### config.mk
export PLATFORM = sky130hd
export DESIGN_NAME = ascon_fsm
export DESIGN_NICKNAME = d
export VERILOG_FILES = /design/src/rtl/ascon_fsm.sv
export SDC_FILE = /design/constraint.sdc
export NUM_CORES = 1
export LEC_CHECK = 0
export BUFFER_PORTS_ARGS = -buffer_cell sky130_fd_sc_hd__clkbuf_2
export CORE_AREA = 5 5 202 204
export CTS_CLUSTER_DIAMETER = 150
export DETAILED_ROUTE_END_ITERATION = 10
export DIE_AREA = 0 0 207 209
export SETUP_SLACK_MARGIN = 0.05
export SLEW_MARGIN = 10
export SYNTH_ARGS = -nofsm -noshare
export SYNTH_HDL_FRONTEND = slang
export SYNTH_SLANG_ARGS = --single-unit
### constraint.sdc
create_clock -name clock_i -period 2.15 [get_ports clock_i]
set_clock_uncertainty 0.15 [all_clocks]
set_input_delay 0.1075 -clock clock_i [delete_from_list [all_inputs] [get_ports clock_i]]
set_output_delay 0.1075 -clock clock_i [all_outputs]
set_load 0.05 [all_outputs]
### src/rtl/ascon_fsm.sv
`default_nettype none
// ============================================================================
//  Module   : ascon_fsm
//  Purpose  : Control sequencer for an ASCON-128 style encryption datapath.
//             Steps the datapath through initialisation, optional
//             associated-data absorption, NB_BLOCKS plaintext blocks and
//             finalisation. It drives the round index, state-register enable
//             and the rate/capacity XOR injections.
//  Revision : 1.0 - initial release
// ----------------------------------------------------------------------------
//  Build option:
//    ASCON_FSM_AD_EN  - when defined, one associated-data block is absorbed
//                       through WAIT_AD/AD before the plaintext phase.
//                       When undefined, the AD phase is skipped.
// ----------------------------------------------------------------------------
//  Ports:
//    clock_i          in   1   rising-edge clock
//    resetb_i         in   1   asynchronous active-low reset
//    start_i          in   1   begin one encryption (sampled in IDLE only)
//    key_i            in 128   key K, stable from start until tag_valid_o
//    data_i           in  64   current AD / plaintext block
//    data_valid_i     in   1   data_i holds a valid block
//    data_ready_o     out  1   block accepted when ready && valid
//    round_o          out  4   round index to the datapath
//    input_select_o   out  1   load initial state (INIT round 0)
//    ena_xor_up_o     out  1   XOR data_xor_up_o into rate word x0
//    ena_xor_down_o   out  1   XOR data_xor_down_o into capacity x1..x4
//    ena_reg_state_o  out  1   a permutation round executes this cycle
//    data_xor_up_o    out 64   rate XOR value
//    data_xor_down_o  out 256  capacity XOR value (x1 in bits 255:192)
//    cipher_valid_o   out  1   strobe: ciphertext block available
//    tag_valid_o      out  1   strobe: tag available
//    busy_o           out  1   sequencer not idle
// ============================================================================
module ascon_fsm #(
    parameter int NB_BLOCKS = 4
) (
    input  logic           clock_i,
    input  logic           resetb_i,
    input  logic           start_i,
    input  logic [127:0]   key_i,
    input  logic [63:0]    data_i,
    input  logic           data_valid_i,
    output logic           data_ready_o,
    output logic [3:0]     round_o,
    output logic           input_select_o,
    output logic           ena_xor_up_o,
    output logic           ena_xor_down_o,
    output logic           ena_reg_state_o,
    output logic [63:0]    data_xor_up_o,
    output logic [255:0]   data_xor_down_o,
    output logic           cipher_valid_o,
    output logic           tag_valid_o,
    output logic           busy_o
);

`ifdef ASCON_FSM_AD_EN
    localparam logic AD_EN = 1'b1;
`else
    localparam logic AD_EN = 1'b0;
`endif

    localparam logic [2:0] IDLE    = 3'd0;
    localparam logic [2:0] INIT    = 3'd1;
    localparam logic [2:0] WAIT_AD = 3'd2;
    localparam logic [2:0] AD      = 3'd3;
    localparam logic [2:0] WAIT_PT = 3'd4;
    localparam logic [2:0] PT      = 3'd5;
    localparam logic [2:0] FINAL   = 3'd6;
    localparam logic [2:0] DONE    = 3'd7;

    localparam logic [3:0] LAST_ROUND = 4'd11;
    // Block counter value while the final plaintext block is awaited.
    localparam logic [3:0] LAST_IDX   = 4'(NB_BLOCKS - 1);

    logic [2:0] state_q, state_d;
    logic [3:0] round_q, round_d;
    logic [3:0] blk_q,   blk_d;

    logic       w_accept;
    logic       w_last_blk;
    logic       w_round11;
    logic [3:0] w_wait_round;

    assign w_accept   = ((state_q == WAIT_AD) || (state_q == WAIT_PT)) && data_valid_i;
    assign w_last_blk = (blk_q == LAST_IDX);
    assign w_round11  = (round_q == LAST_ROUND);
    // On entering WAIT_PT the round index is pre-set to the round that runs in
    // the acceptance cycle: 6 for an ordinary block, 0 for the last block,
    // whose acceptance starts the 12-round finalisation permutation.
    assign w_wait_round = w_last_blk ? 4'd0 : 4'd6;

    // ------------------------------------------------------------------
    // Next-state logic
    // ------------------------------------------------------------------
    always_comb begin
        state_d = state_q;
        round_d = round_q;
        blk_d   = blk_q;
        case (state_q)
            IDLE: begin
                if (start_i) begin
                    state_d = INIT;
                    round_d = 4'd0;
                    blk_d   = 4'd0;
                end
            end
            INIT: begin
                if (w_round11) begin
                    if (AD_EN) begin
                        state_d = WAIT_AD;
                        round_d = 4'd6;
                    end else begin
                        state_d = WAIT_PT;
                        round_d = w_wait_round;
                    end
                end else begin
                    round_d = round_q + 4'd1;
                end
            end
            WAIT_AD: begin
                if (data_valid_i) begin
                    state_d = AD;
                    round_d = 4'd7;
                end
            end
            AD: begin
                if (w_round11) begin
                    state_d = WAIT_PT;
                    round_d = w_wait_round;
                end else begin
                    round_d = round_q + 4'd1;
                end
            end
            WAIT_PT: begin
                if (data_valid_i) begin
                    blk_d = blk_q + 4'd1;
                    if (w_last_blk) begin
                        state_d = FINAL;
                        round_d = 4'd1;
                    end else begin
                        state_d = PT;
                        round_d = 4'd7;
                    end
                end
            end
            PT: begin
                if (w_round11) begin
                    state_d = WAIT_PT;
                    round_d = w_wait_round;
                end else begin
                    round_d = round_q + 4'd1;
                end
            end
            FINAL: begin
                if (w_round11) begin
                    state_d = DONE;
                    round_d = 4'd0;
                end else begin
                    round_d = round_q + 4'd1;
                end
            end
            DONE: begin
                state_d = IDLE;
                round_d = 4'd0;
                blk_d   = 4'd0;
            end
            default: begin
                state_d = IDLE;
                round_d = 4'd0;
                blk_d   = 4'd0;
            end
        endcase
    end

    always_ff @(posedge clock_i or negedge resetb_i) begin
        if (!resetb_i) begin
            state_q <= IDLE;
            round_q <= 4'd0;
            blk_q   <= 4'd0;
        end else begin
            state_q <= state_d;
            round_q <= round_d;
            blk_q   <= blk_d;
        end
    end

    // ------------------------------------------------------------------
    // Capacity XOR: every round-11 cycle enables the injection; the value
    // is the XOR of whichever key / domain-separation terms apply there.
    // ------------------------------------------------------------------
    always_comb begin
        ena_xor_down_o  = 1'b0;
        data_xor_down_o = 256'h0;
        if (w_round11) begin
            case (state_q)
                INIT: begin
                    ena_xor_down_o  = 1'b1;
                    data_xor_down_o = {128'h0, key_i};
                    if (!AD_EN) begin
                        data_xor_down_o = data_xor_down_o ^ 256'h1;
                        if (LAST_IDX == 4'd0) begin
                            data_xor_down_o = data_xor_down_o ^ {key_i, 128'h0};
                        end
                    end
                end
                AD: begin
                    ena_xor_down_o  = 1'b1;
                    data_xor_down_o = 256'h1;
                    if (LAST_IDX == 4'd0) begin
                        data_xor_down_o = data_xor_down_o ^ {key_i, 128'h0};
                    end
                end
                PT: begin
                    ena_xor_down_o = 1'b1;
                    // blk_q already counts the block just absorbed
                    if (w_last_blk) begin
                        data_xor_down_o = {key_i, 128'h0};
                    end
                end
                FINAL: begin
                    ena_xor_down_o  = 1'b1;
                    data_xor_down_o = {128'h0, key_i};
                end
                default: begin
                    ena_xor_down_o  = 1'b0;
                    data_xor_down_o = 256'h0;
                end
            endcase
        end
    end

    // ------------------------------------------------------------------
    // Remaining outputs decode directly from state, so reset clears them
    // in the same instant the state register is cleared.
    // ------------------------------------------------------------------
    assign data_ready_o    = (state_q == WAIT_AD) || (state_q == WAIT_PT);
    assign round_o         = round_q;
    assign input_select_o  = (state_q == INIT) && (round_q == 4'd0);
    assign ena_xor_up_o    = w_accept;
    assign data_xor_up_o   = w_accept ? data_i : 64'h0;
    assign ena_reg_state_o = (state_q == INIT) || (state_q == AD) || (state_q == PT) ||
                             (state_q == FINAL) || w_accept;
    assign cipher_valid_o  = (state_q == WAIT_PT) && data_valid_i;
    assign tag_valid_o     = (state_q == DONE);
    assign busy_o          = (state_q != IDLE);

endmodule
`default_nettype wire

==> results of run 1 <==
stage by stage:
| stage | setup WS [ns] | total power [mW] | TNS (ns) | cell area [um^2] |
|---|---|---|---|---|
| after global routing | -0.214 | 7.59 | -27.09 | 12800 |
| final | -0.146 | 7.26 | -11.25 | 12800 |
| after global placement | 0.0697 | 4.51 | 0 | 9630 |
| after floorplan | 0.000157 | 2.79 | 0 | 3510 |
| after CTS | -0.132 | 6.67 | -15.11 | 12100 |
| after detailed placement | -0.0488 | 4.58 | -0.907 | 9630 |
flip-flops by register name (all words and copies together) (netlist names):
register and flops:
blk_q 4, state_q 3, round_o 4
Yosys cell counts, types with 2 or more instances:
library cell	instances
and2_1	66
clkbuf_2	4
and3_1	258
o21ai_0	8
buf_2	8
ha_1	3
xnor2_1	2
nor2_1	9
a31oi_1	2
nand2_1	7
nand2b_1	2
o22ai_1	3
a21oi_1	6
dfrtp_1	11
clkbuf_1	57
inv_1	6
nand3_1	6
nor3_1	3
worst reg2reg max path, delay by kind of cell, from the launching register on:
| family | cells | cell delay, ns |
|---|---|---|
| AOI/OAI and AO/OA | 1 | 0.32 |
| DFF | 1 | 0.41 |
| and+or+nand+nor | 2 | 0.55 |
| muxes | 1 | 0.13 |
| buffers and inverters | 2 | 0.30 |
metal layers:
metal  global-route usage  vias up  routed length (um)
li1                     -     2854                   -
met1                0.164     3127               13400
met2                0.282      466               20100
met3               0.0474       59                3110
met5                    0        -                  16
met4               0.0465        4                1200
cells by family (layout without fill, tap and decap cells):
kind of cell / Yosys count / count (layout) / share of synthesized area
simple gates: 365 / 365 / 0.730
buf+inv: 76 / 629 / 0.0996
compound gates: 29 / 29 / 0.0599
flops: 11 / 11 / 0.0890
fa+ha+maj: 3 / 3 / 0.0121
xor+xnor: 2 / 2 / 0.00567
mux: 1 / 1 / 0.00324
other cells: 0 / 8 / 0
worst paths after layout:
path                       depth (start not counted)  slack (ns)        from                    to
setup / recovery                                   7       -0.15    blk_q[0]  data_xor_down_o[180]
hold / removal                                     3        0.07     start_i            round_o[0]
setup reg to reg                                   6        0.16  state_q[2]            round_o[2]
min in group asynchronous                          2        0.15    resetb_i            state_q[2]
hold reg to reg                                    2        0.37    blk_q[1]              blk_q[1]
max in group asynchronous                          2        1.44    resetb_i            round_o[1]
repair_timing:
item                       CTS  global route
hold endpoints to repair    11             0
resized for setup          364           178
setup endpoints to repair  301           325
pin swaps                   19            36
buffers inserted            27             9
cloned                      20             8
hold buffers                 1             0
power groups by stage:
| stage | clock network (mW) | logic, mW | registers (mW) |
|---|---|---|---|
| after floorplan | 0 | 2.29 | 0.501 |
| after global placement | 0 | 4.11 | 0.401 |
| after detailed placement | 0 | 4.18 | 0.406 |
| after CTS | 0.355 | 5.94 | 0.378 |
| after global routing | 0.364 | 6.83 | 0.394 |
| final | 0.352 | 6.53 | 0.383 |
cell type report:
| class | instances | area [um^2] |
|---|---|---|
| Inverter | 6 | 22.5 |
| Multi-Input combinational cell | 400 | 3450 |
| Tap cell | 525 | 657 |
| Fill cell | 3854 | 26300 |
| Clock buffer | 4 | 78.8 |
| Antenna cell | 8 | 20.0 |
| Sequential cell | 11 | 282 |
| Timing Repair Buffer | 619 | 8260 |
==> out/metrics.csv, run 1 <==
metric,value,unit
H-tree depth,1,
sequential element share of the synthesized area,0.0890,
most frequent cells in the layout,"clkbuf_2, buf_12, and3_2",
Worst EP arrival,2.04,ns
VDD IR max,0.415,mV
Hold Fails Final Rpt,0,
Reg power frac,0.053,
Syn Inst Count,487,
Final ANT Viol Nets,0,
Rows,73,
outcome,"complete, but fails checks",
HPWL Detailed,24000,um
Synth Register Bits,11,
Final Max Tran Viols,0,
pwr dens,569,nW/um^2
placed cell count,1496,
most frequent CP cell,buf_12,
first-pass GRT wire length,49500,um
Netlist cell types,44,
failing checks,negative setup slack,
min Tclk post-route,2.30,ns
Final Util,0.327,
P&R area growth vs syn,313,%
mean routed wirelength per cell,24.0,um
layout cells sized above 1,0.904,
Final GP Congestion,0.883,
Die Area,43300,um^2
initial antenna violation count,10,
Worst-Margin Slew,0.431,ns
Initial Util,0.0791,
P_leak,5.92,nW
Nets,1240,
CP required,1.89,ns
Synth Warn #,0,
top-area cell type share of the netlist area,0.522,
synth top area cells,"and3_1, and2_1, dfrtp_1",
area of the mapped netlist,3090,um^2
final setup violation count,139,
critical path type,reg -> out,
Die H,209,um
"most common cell after layout, fill and taps aside",clkbuf_2,
CTS sink cnt,11,
CORE AREA,39100,um^2
CTS tree,built,
share of power burned in combinational logic,0.899,
internal power,3.51,mW
Synth Flop Type,dfrtp_1,
"EDFF count, synth",0,
sequence of cells on the critical path,ha_2 > nor3b_4 > and4_4 > buf_12 > buf_16 > and3_2 > buf_12,
syn nets,686,
worst hold-check path type,in -> reg,
GRT Total Usage,0.152,
WP buf/inv,3,
P_sw,3.76,mW
relative slew slack,0.711,
"CP delay by family, top",simple AND/OR/NAND/NOR gates,
maxcap violations,0,
switching part of the total,0.517,
via count,6510,
Clock Latency Late Sink,0.24,ns
WHS,0.0731,ns
Avg Vias per Cell,4.14,
CTS Root Cell,clkbuf_16,
Worst-path clk slew,0.04,ns
DIE WIDTH,207,um
initial DRC count,422,
CTS buffer count,3,
final worst slack,-0.146,ns
vias in the first global route,6856,
syn avg cell area,6.35,um^2
number of I/O port buffers,527,
CP max-delay cell,dfrtp_1,
clock power share,0.048,
CP Capture Type,output port,
Post-synth ARST share,1.00,
grt ovf,0,
Critical Path Fanout Max,35,
RSZ-0062 raised after global routing,true,
drt pass-1 iters,5,
most area-hungry cell type in the Yosys netlist,and3_1,
drc violations,0,
post-route insts no fill,1573,
clk buf depth,2,
largest net degree at the start of global routing,46,
critical path startpoint category,flip-flop,
Max Fclk,435,MHz
fin crit share,1.07,
"Largest stage delay, worst path",0.38,ns
I/O Pins,528,
DRT Wirelength,37700,um
Power figures use the tool's default switching activity.
==> run 2, diff against run 1 <==
CORE_AREA = 8 8 199 201   (was 5 5 202 204)
==> run 2 against run 1 <==
  * The run still ends with negative setup slack left
  * Design area is 10% higher
  * Final cell count is 2.8% lower
  * Flip-flop and latch count is the same
  * Worst hold slack got worse by 0.0016 ns
  * Sequential share of layout area shrank 0.20 points
  * Critical path type unchanged
  * Highest routed layer unchanged
==> out/metrics.csv, run 2 (synthesized netlist as in run 1, its figures left out) <==
metric,value,unit,change
outcome,"complete, but fails checks",,
failing checks,negative setup slack,,
sequential cell area,282,um^2,unchanged
P&R area growth vs syn,355,%,
GRT Total Usage,0.166,,+0.0145
CP Capture Type,output port,,
r2r endpoint,round_o[2],,
Avg Vias per Cell,4.21,,+1.6%
worst hold-check path type,in -> reg,,
fin crit share,1.06,,-0.00963
Worst-path clk slew,0.04,ns,about the same
critical path startpoint category,flip-flop,,
critical path type,reg -> out,,
Max Fclk,439,MHz,+0.91%
HPWL Detailed,27600,um,+15%
power consumption,8.62,mW,+19%
filler cell count,3381,,-12%
Final Max Tran Viols,0,,unchanged
RR Startpoint,state_q[2],,
H-tree depth,1,,unchanged
Die Area,43300,um^2,unchanged
first-pass GRT wire length,53500,um,+7.9%
Worst Hold Depth,3,,unchanged
CTS sink cnt,11,,unchanged
Reg power frac,0.044,,-0.009
Worst-Margin Slew,0.326,ns,-0.105 ns
DIE WIDTH,207,um,unchanged
min Tclk post-route,2.28,ns,-0.0207 ns
maxcap violations,0,,unchanged
"most common cell after layout, fill and taps aside",buf_12,,
worst hold start,start_i,,
Nets,1253,,+1.0%
vias in the first global route,6815,,-0.60%
drc violations,0,,unchanged
Worst Hold End,round_o[0],,
layout cells sized above 1,0.913,,+0.00878
WHS,0.0715,ns,-0.00158 ns
CP required,1.89,ns,about the same
P_leak,6.10,nW,+2.9%
drt pass-1 iters,4,,-1
RSZ-0062 raised after global routing,true,,
final worst slack,-0.126,ns,+0.0207 ns
relative slew slack,0.783,,+0.0729
largest net degree at the start of global routing,101,,+120%
Rows,70,,-4.1%
I/O Pins,528,,unchanged
Initial Util,0.0853,,+0.00618
pwr dens,613,nW/um^2,+7.8%
switching part of the total,0.484,,-0.0332
CTS Root Cell,clkbuf_16,,
flop-to-flop setup slack,0.05,ns,-0.11 ns
Worst EP arrival,2.02,ns,-0.02 ns
reg2reg path depth,7,,+1
multi-input logic area,3830,um^2,+11%
CTS buffer count,3,,unchanged
clk buf depth,2,,unchanged
Final ANT Viol Nets,0,,unchanged
grt ovf,0,,unchanged
DRT Wirelength,41700,um,+11%
internal power,4.45,mW,+27%
VDD IR max,0.414,mV,about the same
initial DRC count,357,,-15%
via count,6432,,-1.2%
initial antenna violation count,10,,unchanged
CORE AREA,36300,um^2,-7.2%
mean routed wirelength per cell,27.3,um,+14%
Hold Fails Final Rpt,0,,unchanged
post-route insts no fill,1529,,-2.8%
most frequent cells in the layout,"buf_12, clkbuf_2, and3_4",,
clock power share,0.041,,-0.007
P_sw,4.17,mW,+11%
Critical Path Fanout Max,13,,-63%
final setup violation count,246,,+77%
number of I/O port buffers,527,,unchanged
placed cell count,1433,,-4.2%
Clock Latency Late Sink,0.24,ns,about the same
share of power burned in combinational logic,0.916,,+0.017
CTS tree,built,,
Final GP Congestion,0.917,,+3.8%
Die H,209,um,unchanged
run 2: metrics by stage:
step / instance area, um^2 / TNS (ns) / worst slack (ns) / utilization
finish: 14100 / -15.27 / -0.126 / 0.388
global route: 14100 / -33.68 / -0.189 / 0.388
CTS: 13200 / -21.83 / -0.124 / 0.363
detailed placement: 10800 / 0 / 0.0786 / 0.297
global placement: 10800 / 0 / 0.138 / 0.297
floorplan: 3510 / 0 / 0.000157 / -
run 2: cell type report:
type                       instances  share of cell area
sequential                        11              0.0200
tap                              468              0.0416
antenna                            8             0.00142
multi-input combinational        400               0.272
clock buffer                       4             0.00560
timing repair buffer             632               0.657
inverter                           6             0.00160
run 2: power groups by stage:
| stage | registers [mW] | clock network (mW) | logic (mW) |
|---|---|---|---|
| after CTS | 0.368 | 0.354 | 7.35 |
| after global routing | 0.388 | 0.363 | 8.24 |
| final | 0.377 | 0.349 | 7.90 |
| after floorplan | 0.501 | 0 | 2.29 |
| after global placement | 0.418 | 0 | 4.01 |
| after detailed placement | 0.429 | 0 | 4.06 |
run 2: worst max-delay path by stage:
stage / start / end / slack (ns) / cells after the start
finish: blk_q[1] / data_xor_down_o[157] / -0.13 / 7
global route: blk_q[1] / data_xor_down_o[201] / -0.19 / 7
CTS: blk_q[1] / data_xor_down_o[201] / -0.12 / 7
detailed placement: blk_q[0] / data_xor_down_o[201] / 0.08 / 6
global placement: state_q[2] / data_xor_down_o[7] / 0.14 / 6
floorplan: round_o[0] / data_xor_down_o[121] / 0.0002 / 6
run 2: timing repair:
item | 4_1_cts | 5_1_grt
gates cloned | 30 | 13
resized for setup | 224 | 251
hold endpoints to repair | 11 | 0
setup endpoints to repair | 321 | 321
hold buffers | 1 | 0
pin swaps | 46 | 111
buffers inserted | 40 | 12
run 2: critical path, stage by stage, from the launching register on:
cell and delay [ns]:
dfrtp_1 0.40, ha_4 0.16, nor3b_4 0.20, and4_4 0.29, buf_12 0.17, buf_16 0.17, and3_2 0.22, buf_12 0.14
run 2: per-layer routing:
metal | track usage | vias up | routed length [um]
met2 | 0.313 | 403 | 22100
met1 | 0.169 | 3072 | 14800
met4 | 0.0476 | 4 | 1170
li1 | - | 2899 | -
met3 | 0.0636 | 54 | 3610
met5 | 0 | - | 26
==> run 3, diff against run 2 <==
CTS_BUF_LIST = sky130_fd_sc_hd__clkbuf_8 sky130_fd_sc_hd__clkbuf_16   (was default)
==> run 3 against run 2 <==
  * Sequential power is essentially flat
  * Critical path type unchanged
  * Fmax increased by 0.59%
  * Design area is 1.3% higher
  * Register-to-register slack got worse by 0.06 ns
  * Routed wire length hardly changed
  * Total power rose by 1.9%
  * Highest routed layer unchanged
  * First-iteration DRC count is 3.4% lower
  * Worst hold slack improved by 0.00066 ns
  * Sequential share of layout area barely moved
  * Largest power group unchanged
  * The flow still finishes with violations (negative setup slack)
  * Clock power is essentially flat
==> out/metrics.csv, run 3 (synthesized netlist as in run 1, its figures left out) <==
metric,value,unit,change
outcome,"complete, but fails checks",,
failing checks,negative setup slack,,
Initial Util,0.0853,,unchanged
CTS buffer count,3,,unchanged
Clock Latency Late Sink,0.24,ns,about the same
Worst-Margin Slew,0.331,ns,+0.00520 ns
VDD IR max,0.422,mV,+1.8%
P_sw,4.22,mW,+1.0%
Final Max Tran Viols,0,,unchanged
Final GP Congestion,0.917,,unchanged
Die H,209,um,unchanged
drt pass-1 iters,4,,unchanged
H-tree depth,1,,unchanged
share of power burned in combinational logic,0.917,,about the same
grt ovf,0,,unchanged
filler cell count,3373,,-0.24%
CP required,1.89,ns,about the same
Nets,1261,,+0.64%
drc violations,0,,unchanged
Critical Path Fanout Max,20,,+7
CP Capture Type,output port,,
internal power,4.57,mW,+2.6%
number of I/O port buffers,527,,unchanged
Worst EP arrival,2.00,ns,-0.02 ns
min Tclk post-route,2.26,ns,-0.0134 ns
"most common cell after layout, fill and taps aside",buf_12,,
CORE AREA,36300,um^2,unchanged
P&R area growth vs syn,361,%,
placed cell count,1433,,unchanged
layout cells sized above 1,0.914,,+0.00160
CTS Root Cell,clkbuf_16,,
power consumption,8.79,mW,+1.9%
DRT Wirelength,41700,um,about the same
I/O Pins,528,,unchanged
CTS tree,built,,
relative slew slack,0.780,,-0.00345
most frequent cells in the layout,"buf_12, and3_4, clkbuf_2",,
mean routed wirelength per cell,27.1,um,-0.63%
switching part of the total,0.480,,-0.00390
Final Util,0.393,,+0.00521
maxcap violations,0,,unchanged
vias in the first global route,6835,,+0.29%
critical path type,reg -> out,,
Reg power frac,0.043,,about the same
Die Area,43300,um^2,unchanged
largest net degree at the start of global routing,101,,unchanged
CTS sink cnt,11,,unchanged
WHS,0.0722,ns,+0.000661 ns
DIE WIDTH,207,um,unchanged
pwr dens,616,nW/um^2,+0.52%
fin crit share,1.05,,-0.00624
RSZ-0062 raised after global routing,true,,
clock power share,0.039,,-0.002
Rows,70,,unchanged
clk buf depth,2,,unchanged
setup_tns,-13.28,ns,+2.00 ns
initial antenna violation count,10,,unchanged
P_leak,6.12,nW,+0.39%
first-pass GRT wire length,53500,um,about the same
Worst-path clk slew,0.05,ns,about the same
Avg Vias per Cell,4.21,,+0.16%
post-route insts no fill,1538,,+0.59%
final setup violation count,220,,-11%
via count,6480,,+0.75%
Hold Fails Final Rpt,0,,unchanged
final worst slack,-0.112,ns,+0.0134 ns
HPWL Detailed,27600,um,unchanged
initial DRC count,345,,-3.4%
worst hold-check path type,in -> reg,,
Final ANT Viol Nets,0,,unchanged
Max Fclk,442,MHz,+0.59%
critical path startpoint category,flip-flop,,
GRT Total Usage,0.166,,about the same
run 3: path summary, 6_finish.rpt:
path                       startpoint                   end  slack (ns)  depth (start not counted)
max                        state_q[1]  data_xor_down_o[201]       -0.11                          7
min                           start_i            round_o[0]        0.07                          3
max reg2reg                state_q[2]            round_o[2]       -0.01                          7
min reg2reg                  blk_q[3]              blk_q[3]        0.42                          1
max in group asynchronous    resetb_i            state_q[0]        1.45                          2
min in group asynchronous    resetb_i            state_q[2]        0.14                          2
run 3: through the flow:
stage	setup slack (ns)	cell area (um^2)
floorplan	0.000157	3510
global placement	0.138	10800
detailed placement	0.0786	10800
CTS	-0.124	13200
global route	-0.167	14200
finish	-0.112	14300
run 3: critical path, cell delays in order (launching register included):
cell,delay (ns)
dfrtp_2,0.42
buf_6,0.15
inv_1,0.18
and4_4,0.30
buf_12,0.16
buf_16,0.17
and3_2,0.23
buf_12,0.14
run 3: final cells by class:
class / count / area [um^2] / share of cell area
Clock inverter: 1 / 3.75 / 0.000263
Antenna cell: 9 / 22.5 / 0.00158
Sequential cell: 11 / 282 / 0.0197
Inverter: 6 / 22.5 / 0.00158
Timing Repair Buffer: 640 / 9360 / 0.656
Clock buffer: 3 / 75.1 / 0.00527
Multi-Input combinational cell: 400 / 3910 / 0.274
Tap cell: 468 / 586 / 0.0411
run 3: repair_timing:
action,in CTS,in global routing
hold endpoints to repair,11,0
endpoints found under the setup margin,321,322
gates resized for setup,241,244
pin swaps,43,146
cloned,30,16
buffers inserted,39,18
hold buffers,1,0
run 3: layer usage:
metal / vias to the layer above / global-route usage / part of all wire
met5: - / 0 / 0.00058
met4: 4 / 0.0491 / 0.024
met3: 43 / 0.0621 / 0.082
met2: 402 / 0.311 / 0.53
met1: 3110 / 0.170 / 0.36
li1: 2921 / - / -
run 3: power groups by stage:
stage	combinational, mW	sequential, mW	clock, mW
6_report	8.06	0.379	0.346
5_1_grt	8.40	0.389	0.358
4_1_cts	7.31	0.370	0.351
3_5_place_dp	4.06	0.429	0
3_3_place_gp	4.01	0.418	0
2_1_floorplan	2.29	0.501	0
